**src/rtl/mem_access_unit_pkg.sv**
```systemverilog
// mem_access_unit_pkg: op encodings, exception codes and FSM states shared by the memory access unit.
package mem_access_unit_pkg;

    typedef enum logic [2:0] {
        OP_W  = 3'd0,
        OP_H  = 3'd1,
        OP_B  = 3'd2,
        OP_HU = 3'd3,
        OP_BU = 3'd4,
        OP_D  = 3'd5
    } op_e;

    typedef enum logic [1:0] {
        IDLE = 2'd0,
        BUSY = 2'd1,
        DONE = 2'd2
    } state_e;

    localparam logic [4:0] EXC_ADEL = 5'd4;
    localparam logic [4:0] EXC_ADES = 5'd5;
    localparam logic [4:0] EXC_BUS  = 5'd7;

    // Access size in bytes; 0 marks an op that cannot be issued on this bus width.
    function automatic logic [3:0] op_size(input logic [2:0] op, input logic wide);
        return op == OP_W ? 4'd4 :
               op == OP_H || op == OP_HU ? 4'd2 :
               op == OP_B || op == OP_BU ? 4'd1 :
               op == OP_D && wide ? 4'd8 : 4'd0;
    endfunction

endpackage

```
**src/rtl/mem_load_ext.sv**
```systemverilog
// mem_load_ext: selects the addressed lane of bus read data and sign/zero-extends it per load op.
module mem_load_ext
    import mem_access_unit_pkg::*;
#(
    parameter int DATA_W = 32
) (
    input  logic [2:0]                  op,
    input  logic [$clog2(DATA_W/8)-1:0] lane,
    input  logic [DATA_W-1:0]           rdata,
    output logic [DATA_W-1:0]           data
);

    logic [DATA_W-1:0] s;

    always_comb begin
        s = rdata >> {lane, 3'b000};
        data = op == OP_W  ? DATA_W'($signed(s[31:0])) :
               op == OP_H  ? DATA_W'($signed(s[15:0])) :
               op == OP_B  ? DATA_W'($signed(s[7:0])) :
               op == OP_HU ? DATA_W'(s[15:0]) :
               op == OP_BU ? DATA_W'(s[7:0]) :
               op == OP_D  ? s : '0;
    end

endmodule

```
**src/rtl/mem_access_unit.sv**
```systemverilog
// mem_access_unit: M-stage load/store unit; checks alignment, drives one bus transfer with timeout,
// and returns extended load data or an exception as a one-cycle completion pulse.
module mem_access_unit
    import mem_access_unit_pkg::*;
#(
    parameter int DATA_W  = 32,
    parameter int TIMEOUT = 16
) (
    input  logic                clk,
    input  logic                reset,
    input  logic                req_valid,
    input  logic                req_write,
    input  logic [2:0]          req_op,
    input  logic [31:0]         addr,
    input  logic [DATA_W-1:0]   wdata,
    input  logic                int_req,
    output logic                bus_valid,
    output logic [31:0]         bus_addr,
    output logic [DATA_W/8-1:0] bus_byteen,
    output logic [DATA_W-1:0]   bus_wdata,
    input  logic                bus_ready,
    input  logic [DATA_W-1:0]   bus_rdata,
    output logic                stall,
    output logic                rsp_valid,
    output logic [DATA_W-1:0]   rsp_rdata,
    output logic                exc_valid,
    output logic [4:0]          exc_code
);

    localparam int NB = DATA_W / 8;
    localparam int LW = $clog2(NB);

    state_e            state, state_n;
    logic [7:0]        cnt;
    logic [2:0]        op_q;
    logic [LW-1:0]     lane_q;
    logic              write_q;
    logic [3:0]        size;
    logic [LW-1:0]     lane;
    logic [NB-1:0]     mask;
    logic              accept, aligned, timed_out;
    logic [DATA_W-1:0] ext;

    always_comb begin
        size = op_size(req_op, DATA_W == 64);
        lane = addr[LW-1:0];
        aligned = size != 4'd0 && (addr[3:0] & (size - 4'd1)) == 4'd0;
        mask = NB'((9'd1 << size) - 9'd1) << lane;
        accept = state == IDLE && req_valid && !int_req;
        timed_out = cnt == 8'(TIMEOUT - 1);
        stall = accept || state == BUSY;
        state_n = state == IDLE ? (accept ? (aligned ? BUSY : DONE) : IDLE) :
                  state == BUSY ? (bus_ready || timed_out ? DONE : BUSY) : IDLE;
    end

    always_ff @(posedge clk) begin
        state <= reset ? IDLE : state_n;
    end

    always_ff @(posedge clk) begin
        if (reset) begin
            cnt        <= '0;
            op_q       <= '0;
            lane_q     <= '0;
            write_q    <= 1'b0;
            bus_valid  <= 1'b0;
            bus_addr   <= '0;
            bus_byteen <= '0;
            bus_wdata  <= '0;
            rsp_valid  <= 1'b0;
            rsp_rdata  <= '0;
            exc_valid  <= 1'b0;
            exc_code   <= '0;
        end else begin
            rsp_valid <= state_n == DONE;
            rsp_rdata <= '0;
            exc_valid <= 1'b0;
            exc_code  <= '0;
            if (accept) begin
                bus_valid  <= aligned;
                bus_addr   <= {addr[31:LW], LW'(0)};
                bus_byteen <= mask;
                bus_wdata  <= wdata << {lane, 3'b000};
                op_q       <= req_op;
                lane_q     <= lane;
                write_q    <= req_write;
                cnt        <= '0;
                exc_valid  <= !aligned;
                exc_code   <= aligned ? 5'd0 : req_write ? EXC_ADES : EXC_ADEL;
            end else if (state == BUSY) begin
                cnt <= cnt + 8'd1;
                if (bus_ready || timed_out)
                    bus_valid <= 1'b0;
                // A ready arriving on the timeout cycle still completes the transfer.
                if (bus_ready) begin
                    rsp_rdata <= write_q ? '0 : ext;
                end else if (timed_out) begin
                    exc_valid <= 1'b1;
                    exc_code  <= EXC_BUS;
                end
            end
        end
    end

    mem_load_ext #(.DATA_W(DATA_W)) u_ext (
        .op   (op_q),
        .lane (lane_q),
        .rdata(bus_rdata),
        .data (ext)
    );

endmodule

```
**config.mk**
```make
export PLATFORM = sky130hd
export DESIGN_NAME = mem_access_unit
export DESIGN_NICKNAME = d
export VERILOG_FILES = /design/src/rtl/mem_access_unit_pkg.sv /design/src/rtl/mem_load_ext.sv /design/src/rtl/mem_access_unit.sv
export SDC_FILE = /design/constraint.sdc
export NUM_CORES = 1
export LEC_CHECK = 0
export CORE_MARGIN = 2
export CORE_UTILIZATION = 38
export DETAILED_ROUTE_END_ITERATION = 12
export PLACE_DENSITY = 0.83
export SLEW_MARGIN = 20
export SYNTH_ARGS = -nofsm -noshare
export SYNTH_HDL_FRONTEND = slang
export SYNTH_SLANG_ARGS = --single-unit
```
**constraint.sdc**
```tcl
create_clock -name clk -period 1.8 [get_ports clk]
set_clock_uncertainty 0.05 [all_clocks]
set_input_delay 0.36 -clock clk [delete_from_list [all_inputs] [get_ports clk]]
set_output_delay 0.36 -clock clk [all_outputs]
set_load 0.01 [all_outputs]
```
==> run_results.csv <==
group,metric,value,unit
sta,setup_ws,-35.65,ps
cells_and_area,syn_to_final_growth,65.91,%
yosys,muxShareOfSynthArea,0.1101,
setup_path,critPathCaptureType,"output pin",
floorplan,chipHeight,118.9,microns
yosys,synth_flop_cell,"dfxtp_1",
routing,wirelength,16180,microns
floorplan,rows,41,
setup_path,critPathMaxStageDelay,510,ps
yosys,synth_xor_area_frac,0.01572,
cells_and_area,final_layout_size_suffix_gt1_frac,0.1514,
cts,tritoncts,"yes",
global_routing,track_usage,0.2310,
setup_path,crit_path_max_fanout,2,
setup_path,r2r-start,"state[0]",
pwr,power.density,874.8,nW/um^2
cts,clock_latency,410,ps
cells_and_area,stdcell_count,992,
pwr,irDropWorstVdd,0.6257,mV
yosys,synth_compound_area_frac,0.1752,
routing,drc,0,
pwr,leakagePower,3.300,nW
flow_run,timing.max_cap.violations,0,
cells_and_area,layout_commonest_cell,"clkdlybuf4s50_1",
sta,hold_viol_final,0,
yosys,ys_seq_area_frac,0.4752,
placement,hpwl,11570,microns
yosys,synth_edf_count,0,
sta,fmax,544.8,MHz
cells_and_area,fillers,996,
routing,viasPerCell,5.098,
sta,rsz0062_at_grt,"true",
cells_and_area,postLayoutCoreUtil,0.6512,
routing,drtPass1Iterations,6,
status,violations,"setup timing",
routing,routedWlPerCell,16.31,microns
sta,tightest_slew,526.7,ps
yosys,yosys_warnings,0,
placement,port_buffers,209,
cts,cts_max_level,4,
yosys,netlist_area,5014,sq um
global_routing,grt_overflow,0,
yosys,synth_top_family_by_area,"compound AO/OA/AOI/OAI gates",
yosys,avgSynthCellArea,8.985,sq um
setup_path,worstPathArrival,1430,ps
floorplan,initial_core_util,0.3925,
status,outcome,"finished, violations left",
cts,cts-root-buf,"clkbuf_16",
cts,clockBufferDepth,2,
global_routing,antenna_found_initial,0,
sta,period_needed,1836,ps
global_routing,grt_pass1_vias,5026,
cts,hold_buffers,0,
cells_and_area,final_nets,914,
cells_and_area,layout_common_cells,"197 x clkdlybuf4s50_1, 117 x dfxtp_1, 112 x nand2_1",
min_path,hold_class,"in -> reg",
cts,cts_sinks,119,
placement,gp_congestion,0.8864,
placement,placed_cells,956,
min_path,hp-start,"reset",
setup_path,crit_type,"reg -> out",
global_routing,grt_max_degree,48,
setup_path,worstSetupStartpoint,"state[0]",
sta,period_share,1.020,
yosys,syn_inst,558,
cts,cts_buffers,17,
global_routing,grt_pass1_wl,25550,microns
setup_path,crit_chain,"or4b_4 > nand2_1 > buf_2",
sta,whs,317.7,ps
sta,setup_violations,15,
sta,slew_headroom,0.6489,
yosys,synth_adder_area_share,0.007487,
pwr,finalPower,7.277,mW
routing,drt_iter0_markers,324,
yosys,yosys.cell_types.count,51,
setup_path,cp_top_family,"simple AND/OR/NAND/NOR gates",
yosys,async_flop_share,0,
sta,drv_slew,0,
cts,clkSlewWorstSetupHoldPaths,60,ps
setup_path,path_buf_inv,1,
floorplan,chipWidth,118.9,microns
setup_path,slowest_stage,"or4b_4",
setup_path,worstPathRequired,1390,ps
yosys,yosys.area_share.simple,0.1702,
routing,drtAntennaViolNets,0,
floorplan,pin_count,214,
routing,vias,5057,
floorplan,fp.coreArea,12770,sq um
setup_path,critPathLaunchType,"flop",
floorplan,die_area,14130,sq um
yosys,ys_ff_latch,119,
==> worst register-to-register path, stage by stage, from the launching register on <==
cell     delay [ps]
dfxtp_2         320
or4b_4          510
buf_4           180
or3_4           400
buf_6           170
o21ai_0         140
==> registers in the layout, summed over array words and instances, names as in the netlist, 2 cells and up <==
signal      cells
rsp_rdata      32
bus_byteen      4
state           2
lane_q          2
cnt             8
op_q            3
bus_wdata      32
exc_code        2
bus_addr       30
==> logic make-up (layout without fill, tap and decap cells) <==
family,after synthesis,count (layout)
AND/OR/NAND/NOR,190,191
AO/OA/AOI/OAI,140,140
flip-flops,119,119
buffers and inverters,52,309
multiplexers,44,44
XOR/XNOR,9,9
adder cells (fa/ha/maj),3,3
other,1,5
==> final timing paths <==
path	depth (start not counted)	slack, ps	to
setup / recovery	3	-40	stall
setup reg to reg	5	-30	bus_wdata[10]
hold / removal	3	320	state[0]
hold reg to reg	2	400	bus_addr[7]
==> area by class of cell <==
cell class / instances / area, sq um / share of cell area
clock buffers: 19 / 442.9 / 0.05325
well taps: 172 / 215.2 / 0.02587
flip-flops and latches: 119 / 2385 / 0.2867
clock inverters: 13 / 168.9 / 0.02031
repair buffers: 269 / 2605 / 0.3132
inverters: 8 / 30.03 / 0.003610
diodes: 1 / 2.502 / 0.0003008
multi-input cells: 391 / 2469 / 0.2968
==> what timing repair did <==
item / CTS / global route
pin swaps: 5 / 7
cloned: 1 / 0
endpoints found under the setup margin: 45 / 37
buffers inserted: 2 / 0
hold endpoints to repair: 0 / 0
gates resized for setup: 27 / 11
==> synth_stat cells (2+ instances only) <==
library cell,count,share of area
a211oi_1,15,0.022
a21o_1,9,0.013
a21oi_1,59,0.059
a222oi_1,7,0.014
a22o_1,10,0.017
and2_1,7,0.0087
and3b_1,2,0.0035
buf_1,3,0.0022
buf_2,5,0.0050
buf_4,5,0.0075
clkbuf_1,30,0.022
dfxtp_1,119,0.48
ha_1,3,0.0075
inv_1,8,0.0060
mux2_2,9,0.020
mux2i_1,27,0.054
mux4_2,8,0.036
nand2_1,112,0.084
nand2b_1,4,0.0050
nand3_1,3,0.0030
nand4_1,4,0.0050
nor2_1,32,0.024
nor2b_1,9,0.011
nor3_1,4,0.0040
nor4_1,2,0.0025
o21ai_0,26,0.026
o31ai_1,3,0.0045
or3_1,2,0.0025
or4_1,2,0.0030
xnor2_1,5,0.0087
xor2_1,4,0.0070
==> routing by layer <==
| layer | vias up | share of wire | GRT usage |
|---|---|---|---|
| li1 | 2459 | - | - |
| met1 | 2322 | 0.39 | 0.2585 |
| met2 | 239 | 0.50 | 0.3958 |
| met3 | 37 | 0.092 | 0.08333 |
| met4 | 0 | 0.022 | 0.09747 |
| met5 | - | 0 | 0 |
==> where the power goes <==
part           switching (mW)  internal (mW)  total, mW
clock                    1.24           2.23       3.47
sequential             0.0511           2.72       2.77
combinational           0.458          0.585       1.04
total                    1.75           5.53       7.28
==> through the flow <==
stage                     TNS (ps)  instance area (sq um)  worst slack, ps
final                       -197.9                   8318           -35.65
after detailed placement    -40100                   7616           -697.4
after global routing         -1217                   8315           -83.80
after floorplan                  0                   5025            15.86
after global placement      -38190                   7616           -689.5
after CTS                   -701.3                   8288           -76.46
Power figures use the tool's default switching activity.
